--- src/rtl/spi_bit_sampler.sv ---
// rtl/spi_bit_sampler.sv - SPI-style link synchroniser and sample-edge bit front-end
//
// Purpose: brings sck/cs_n/mosi into the clk domain, detects the sampling
// edge of sck, and issues one shift_en pulse per sampled bit to drive a
// downstream serial-to-parallel register (words arrive LSB first).
//
// Ports:
//   clk        system clock
//   rst        synchronous reset, active-high
//   sck_in     asynchronous serial clock
//   cs_n_in    asynchronous chip select, active-low
//   mosi_in    asynchronous serial data
//   shift_en   one-cycle pulse per sampled bit
//   serial_in  sampled data bit, valid while shift_en=1
//   word_done  one-cycle pulse with the WIDTH-th shift_en of a word
//   frame_err  one-cycle pulse when cs_n deasserts with a partial word
//   bit_cnt    bits received in the current word, 0..WIDTH-1

module spi_bit_sampler #(
  parameter int WIDTH       = 8,
  parameter int SYNC_STAGES = 2,
  parameter int SAMPLE_EDGE = 1
) (
  input  logic                     clk,
  input  logic                     rst,
  input  logic                     sck_in,
  input  logic                     cs_n_in,
  input  logic                     mosi_in,
  output logic                     shift_en,
  output logic                     serial_in,
  output logic                     word_done,
  output logic                     frame_err,
  output logic [$clog2(WIDTH)-1:0] bit_cnt
);

  localparam int            CW       = $clog2(WIDTH);
  localparam logic [CW-1:0] LAST_BIT = CW'(WIDTH - 1);
  localparam logic          EDGE_LVL = (SAMPLE_EDGE != 0);

  typedef enum logic {
    IDLE,
    ACTIVE
  } state_t;

  state_t state;

  // Equal-depth chains keep mosi aligned with the sck edge it belongs to.
  logic [SYNC_STAGES-1:0] sck_sync;
  logic [SYNC_STAGES-1:0] cs_sync;
  logic [SYNC_STAGES-1:0] mosi_sync;
  logic                   sck_prev;

  logic sck_s;
  logic cs_s;
  logic mosi_s;
  logic sample_edge;

  assign sck_s  = sck_sync[SYNC_STAGES-1];
  assign cs_s   = cs_sync[SYNC_STAGES-1];
  assign mosi_s = mosi_sync[SYNC_STAGES-1];

  assign sample_edge = (sck_s != sck_prev) && (sck_s == EDGE_LVL);

  always_ff @(posedge clk) begin
    if (rst) begin
      sck_sync  <= '0;
      cs_sync   <= '1;
      mosi_sync <= '0;
      sck_prev  <= 1'b0;
    end else begin
      sck_sync  <= {sck_sync[SYNC_STAGES-2:0], sck_in};
      cs_sync   <= {cs_sync[SYNC_STAGES-2:0], cs_n_in};
      mosi_sync <= {mosi_sync[SYNC_STAGES-2:0], mosi_in};
      sck_prev  <= sck_s;
    end
  end

  always_ff @(posedge clk) begin
    if (rst) begin
      state     <= IDLE;
      shift_en  <= 1'b0;
      serial_in <= 1'b0;
      word_done <= 1'b0;
      frame_err <= 1'b0;
      bit_cnt   <= '0;
    end else begin
      shift_en  <= 1'b0;
      serial_in <= 1'b0;
      word_done <= 1'b0;
      frame_err <= 1'b0;
      case (state)
        IDLE: begin
          // Edges seen in the same cycle as cs falling are ignored here.
          bit_cnt <= '0;
          if (!cs_s) begin
            state <= ACTIVE;
          end
        end
        ACTIVE: begin
          if (cs_s) begin
            // cs release wins over a coincident edge; that edge is dropped.
            state     <= IDLE;
            frame_err <= (bit_cnt != '0);
            bit_cnt   <= '0;
          end else if (sample_edge) begin
            shift_en  <= 1'b1;
            serial_in <= mosi_s;
            if (bit_cnt == LAST_BIT) begin
              word_done <= 1'b1;
              bit_cnt   <= '0;
            end else begin
              bit_cnt <= bit_cnt + CW'(1);
            end
          end
        end
        default: begin
          state   <= IDLE;
          bit_cnt <= '0;
        end
      endcase
    end
  end

endmodule
--- config.mk ---
export PLATFORM = sky130hd
export DESIGN_NAME = spi_bit_sampler
export DESIGN_NICKNAME = d
export VERILOG_FILES = /design/src/rtl/spi_bit_sampler.sv
export SDC_FILE = /design/constraint.sdc
export NUM_CORES = 1
export LEC_CHECK = 0
export BUFFER_PORTS_ARGS = -buffer_cell sky130_fd_sc_hd__buf_2
export CAP_MARGIN = 20
export CORE_AREA = 2 2 39 41
export CTS_BUF_LIST = sky130_fd_sc_hd__clkbuf_8
export DETAILED_ROUTE_END_ITERATION = 10
export DIE_AREA = 0 0 41 43
export PLACE_DENSITY = 0.69
export SETUP_SLACK_MARGIN = 0.1
export SYNTH_ARGS = -nofsm -noshare
export SYNTH_HDL_FRONTEND = slang
export SYNTH_SLANG_ARGS = --single-unit
export TNS_END_PERCENT = 10
--- constraint.sdc ---
create_clock -name clk -period 1.4 [get_ports clk]
set_input_delay 0 -clock clk [delete_from_list [all_inputs] [get_ports clk]]
set_output_delay 0 -clock clk [all_outputs]
set_load 0.03 [all_outputs]
==> impl_metrics.json, run 1 <==
{
  "status": "complete, no violations",
  "dr_total_vias": 326,
  "synth_area_um2": 511.7,
  "period_minus_slack_ps": 1104,
  "diodes": 0,
  "cts_tree": "done",
  "seq_area_frac_synth_pct": 58.68,
  "drt-pass1-iter-count": 3,
  "root_buffer": "clkbuf_8",
  "setup-tns-final_ps": 0,
  "finClkSkew_ps": 3.266,
  "worst_ir_drop_vdd_mv": 0.7258,
  "p_sw_share_pct": 18.34,
  "fp.coreArea_um2": 1384,
  "cts_resized": 0,
  "fillCellCount": 140,
  "yosys_warnings": 0,
  "crit_chain": "ha_1 -> ha_1 -> mux2i_1 -> nor2_1",
  "tightest_slew_ps": 121.7,
  "max_cap_viol_count": 0,
  "yosysTopAreaCell": "dfxtp_1",
  "worstPathRequired_ps": 1540,
  "fmaxAchievable_ghz": 0.9062,
  "cts_buffer_depth": 2,
  "endpoint_kind": "register",
  "power_switching_uw": 146.2,
  "start_util_pct": 36.98,
  "postLayoutCoreUtil_pct": 47.83,
  "finalInstanceArea_um2": 661.9,
  "grt_pass1_vias": 280,
  "crit_top_cell": "ha_1",
  "rows": 14,
  "synth_top_area_share_pct": 58.68,
  "power.leakage_nw": 0.3041,
  "cp_slowest_cell": "dfxtp_1",
  "dp_hpwl_um": 482.1,
  "routed_wl_um": 667,
  "setup_violations": 0,
  "clk_pin_slew_ps": 60,
  "ys.flop_type": "dfxtp_1",
  "worstPathArrival_ps": 1240,
  "critPathLaunchType": "register",
  "intPower_uw": 650.8,
  "grt_max_degree": 11,
  "synth_most_common_cell": "dfxtp_1",
  "drv_slew": 0,
  "area_growth_pct": 29.34,
  "cts_sinks": 15,
  "fp.dieArea_um2": 1763,
  "fin_crit_sh_pct": 78.82,
  "synth_area_per_cell_um2": 11.90,
  "ant_nets": 0,
  "gp_congestion": 0.5972,
  "synth_edf_count": 0,
  "powerDensity_nw_per_um2": 1204,
  "antenna_found_initial": 0,
  "synth_seq_cells": 15,
  "num_io_pins": 12,
  "die_w_um": 41,
  "seqPwrFrac_pct": 55.1,
  "via_per_inst": 4.234,
  "cts_inserted_buffers": 3,
  "critPathMaxFanout": 5,
  "max_stage_delay_ps": 340,
  "overflow": 0,
  "fin_ws_ps": 296.5,
  "drive_above_1_share_pct": 39.34,
  "crit_type": "register to register",
  "port_buffers": 11,
  "grt_usage_pct": 10.41,
  "grt_pass1_wl_um": 1076,
  "htreeDepth": 1,
  "pwr-share-clk_pct": 41.2,
  "rsz0062_at_grt": "no",
  "ys_types": 13,
  "synthCells": 43,
  "placed_cell_area_um2": 586.8,
  "drcViolationCount": 0,
  "place_ws_ps": 296.6,
  "hold_viol": 0,
  "dr.first_iter.drc_count": 5,
  "synth_nets": 51,
  "yosys-top-cells-area": "dfxtp_1 59%, and2b_2 10%, ha_1 7.3%, mux2i_1 5.9%, nor2_1 3.7%",
  "clk_latency_ps": 240,
  "power_frac_comb_pct": 3.7,
  "die_h_um": 43,
  "async_flop_share_pct": 0,
  "routedWlPerCell_um": 8.662,
  "hold_class": "primary input to register",
  "fin_nets": 70,
  "synth_common_cells": "15 x dfxtp_1, 6 x and2b_2, 5 x nor2_1",
  "slew_headroom_pct": 91.66
}
## logic make-up (layout without fill, tap and decap cells)
group	after synthesis	in the layout	share of synthesized area, %
simple gates	20	20	26.65
flops	15	15	58.68
fa+ha+maj	3	3	7.336
mux	3	3	5.868
buf+inv	2	20	1.468
## critical path, delay by kind of cell (launching register included)
family	cells	cell delay (ps)
fa+ha+maj	2	470
flops	1	340
mux	1	130
simple gates	1	50
## routing by layer
metal / up-vias / GRT usage [%] / routed length, um
met5: - / 0 / 0
met2: 12 / 13.13 / 289
met4: 0 / 10.00 / 28
met1: 139 / 10.20 / 290
met3: 4 / 7.853 / 59
li1: 171 / - / -
## through the flow
stage	total power [mW]	hold slack, ps	instances
after floorplan	0.4624	66.69	43
after global placement	0.4711	185.7	70
after detailed placement	0.4718	189.6	70
after CTS	0.8126	11.25	77
after global routing	0.8352	38.49	77
final	0.7970	12.12	77
## power by group through the flow
stage	Clock [mW]	Combinational (mW)	Sequential (mW)
6_report	0.328	0.0292	0.439
5_1_grt	0.363	0.0322	0.440
4_1_cts	0.343	0.0297	0.440
3_5_place_dp	0	0.0232	0.449
3_3_place_gp	0	0.0229	0.448
2_1_floorplan	0	0.0145	0.448
## path summary, 6_finish.rpt
check             slack [ps]          to  cells after the start  startpoint
setup / recovery         300  bit_cnt[2]                      4  bit_cnt[0]
hold reg to reg          420  cs_sync[1]                      1  cs_sync[0]
setup reg to reg         300  bit_cnt[2]                      4  bit_cnt[0]
hold / removal            10       state                      2         rst
## final cells by class
cell class	count	area (um^2)	area share [%]
Clock buffer	3	41.29	6.238
Multi-Input combinational cell	26	203.9	30.81
Tap cell	16	20.02	3.025
Timing Repair Buffer	14	85.08	12.85
Inverter	2	7.507	1.134
Sequential cell	15	300.3	45.37
Clock inverter	1	3.754	0.5671
## flip-flops by register name, summed over array words and instances (netlist names)
| register | flops |
|---|---|
| bit_cnt | 3 |
| cs_sync | 2 |
| frame_err | 1 |
| mosi_sync | 2 |
| sck_prev | 1 |
| sck_sync | 2 |
| serial_in | 1 |
| shift_en | 1 |
| state | 1 |
| word_done | 1 |
## timing repair
item | in CTS | in global routing
hold endpoints to repair | 3 | 0
hold buffers | 3 | 0
buffers inserted | 0 | 0
## cells in the final DEF (no fill, tap or decap)
| master | synthesis | routed |
|---|---|---|
| and2_1 | 2 | 2 |
| and2b_2 | 6 | 6 |
| buf_2 | 0 | 11 |
| clkbuf_8 | 0 | 3 |
| dfxtp_1 | 15 | 15 |
| dlygate4sd3_1 | 0 | 3 |
| ha_1 | 3 | 3 |
| inv_1 | 2 | 3 |
| mux2i_1 | 3 | 3 |
| nand2_1 | 1 | 1 |
| nor2_1 | 5 | 5 |
| nor2b_1 | 1 | 1 |
| nor2b_4 | 1 | 1 |
| nor3_1 | 1 | 1 |
| or2_2 | 2 | 2 |
| or3b_4 | 1 | 1 |
No activity file was read; power rests on OpenSTA's default activity.
==> run 2: changes to the inputs <==
Settings changed: PLACE_DENSITY 0.69 to 0.72.
Clock period 1.4 ns to 1 ns, I/O delays scaled along.
==> run 2 against run 1 <==
The run now ends with setup timing left. Routed wire length rose by 23%. Critical path depth down 1. Hold slack gained 68 ps. Critical path type unchanged. Critical endpoint is now word_done.
==> impl_metrics.json, run 2 (same netlist as run 1, synthesis figures left out) <==
{
  "slew_headroom_pct": 89.82,
  "fin_cells": 80,
  "worstPathRequired_ps": 1180,
  "drcViolationCount": 0,
  "max_stage_delay_ps": 400,
  "drt-pass1-iter-count": 3,
  "drv_slew": 0,
  "largest_reg_flops": 3,
  "fin_ws_ps": -33.86,
  "final_common_cell": "buf_2",
  "ant_nets": 0,
  "cts_tree": "done",
  "routedWlPerCell_um": 10.24,
  "rows": 14,
  "routed_wl_um": 819,
  "powerDensity_nw_per_um2": 1539,
  "r2r-end": "word_done",
  "power_frac_comb_pct": 4.3,
  "p_sw_share_pct": 18.24,
  "fp.coreArea_um2": 1384,
  "largest-register": "bit_cnt",
  "cts_sinks": 15,
  "antenna_found_initial": 0,
  "placed_cell_area_um2": 635.6,
  "crit_type": "register to register",
  "grt_pass1_wl_um": 1497,
  "clk_pin_slew_ps": 50,
  "rsz0062_at_grt": "yes",
  "violations": "setup timing",
  "power_switching_uw": 203.0,
  "port_buffers": 11,
  "status": "finished, violations left",
  "tightest_slew_ps": 148.4,
  "rr_startpoint": "state",
  "place_ws_ps": -51.47,
  "hold_viol": 0,
  "power.leakage_nw": 0.3162,
  "setup_violations": 4,
  "hold_class": "primary input to register",
  "area_growth_pct": 41.32,
  "pwr-share-clk_pct": 40.9,
  "ff2ff_path_depth": 3,
  "crit_chain": "or3b_4 -> nor2b_4 -> and2_1",
  "place_inst": 72,
  "min-delay-start": "rst",
  "num_io_pins": 12,
  "hold_ws_ps": 80.03,
  "finClkSkew_ps": 0.2822,
  "power_mw": 1.113,
  "grt_max_degree": 10,
  "seqPwrFrac_pct": 54.8,
  "via_per_inst": 4.500,
  "overflow": 0,
  "fin_crit_sh_pct": 103.4,
  "dr.first_iter.drc_count": 2,
  "worst_ir_drop_vdd_mv": 0.9356,
  "fmaxAchievable_ghz": 0.9672,
  "max_cap_viol_count": 0,
  "start_util_pct": 36.98,
  "die_w_um": 41,
  "intPower_uw": 910.2,
  "gp_congestion": 0.6415,
  "fin_nets": 73,
  "critPathLaunchType": "register",
  "cp_slowest_cell": "or3b_4",
  "cts_inserted_buffers": 3,
  "postLayoutCoreUtil_pct": 52.26,
  "grt_pass1_vias": 393,
  "min_path_cells": 3,
  "die_h_um": 43,
  "worstPathArrival_ps": 1220,
  "fp.dieArea_um2": 1763,
  "cts_buffer_depth": 2,
  "diodes": 0,
  "endpoint_kind": "register",
  "dr_total_vias": 360,
  "mostFrequentLayoutCells": "11 x buf_2, 10 x dfxtp_1, 6 x and2b_2",
  "critPathMaxFanout": 4,
  "grt_usage_pct": 13.23,
  "period_minus_slack_ps": 1034,
  "htreeDepth": 1,
  "r2r_setup_slack_ps": -30,
  "root_buffer": "clkbuf_8",
  "clk_latency_ps": 240,
  "setup-tns-final_ps": -92.00,
  "finalInstanceArea_um2": 723.2,
  "hold_path_end": "state",
  "dp_hpwl_um": 624.1,
  "drive_above_1_share_pct": 56.25
}
## run 2: worst max path at each step
stage | startpoint | endpoint | slack [ps]
after global placement | bit_cnt[0] | bit_cnt[2] | -20
after detailed placement | state | word_done | -50
after floorplan | bit_cnt[0] | bit_cnt[2] | -20
after CTS | state | word_done | -40
final | state | word_done | -30
after global routing | state | word_done | -90
## run 2: layout make-up
class                           instances  area, um^2
Clock inverter                          1       3.754
Timing Repair Buffer                   17       107.6
Clock buffer                            3       41.29
Inverter                                2       7.507
Fill cell                             126       660.6
Sequential cell                        15       311.5
Tap cell                               16       20.02
Multi-Input combinational cell         26       231.5
## run 2: power groups by stage
stage               clock [mW]  combinational [mW]  sequential [mW]
CTS                      0.476              0.0484            0.610
finish                   0.455              0.0481            0.610
floorplan                    0              0.0202            0.622
detailed placement           0              0.0394            0.622
global route             0.492              0.0528            0.611
global placement             0              0.0386            0.622
## run 2: worst max-delay path: cells and delay by family (launching register included)
| family | cells | cell delay [ps] |
|---|---|---|
| flops | 1 | 320 |
| simple gates | 3 | 660 |
## run 2: routing by layer
metal / global-route usage [%] / share of wire [%]
met3: 8.377 / 9.0
met5: 0 / 0
met2: 22.19 / 53
met4: 6.000 / 1.5
met1: 11.48 / 36
## run 2: repair_timing
action,4_1_cts,5_1_grt
setup endpoints to repair,7,7
setup buffers,1,0
pin swaps,3,1
endpoints found under the hold margin,3,0
hold buffers,3,0
gates resized for setup,2,2
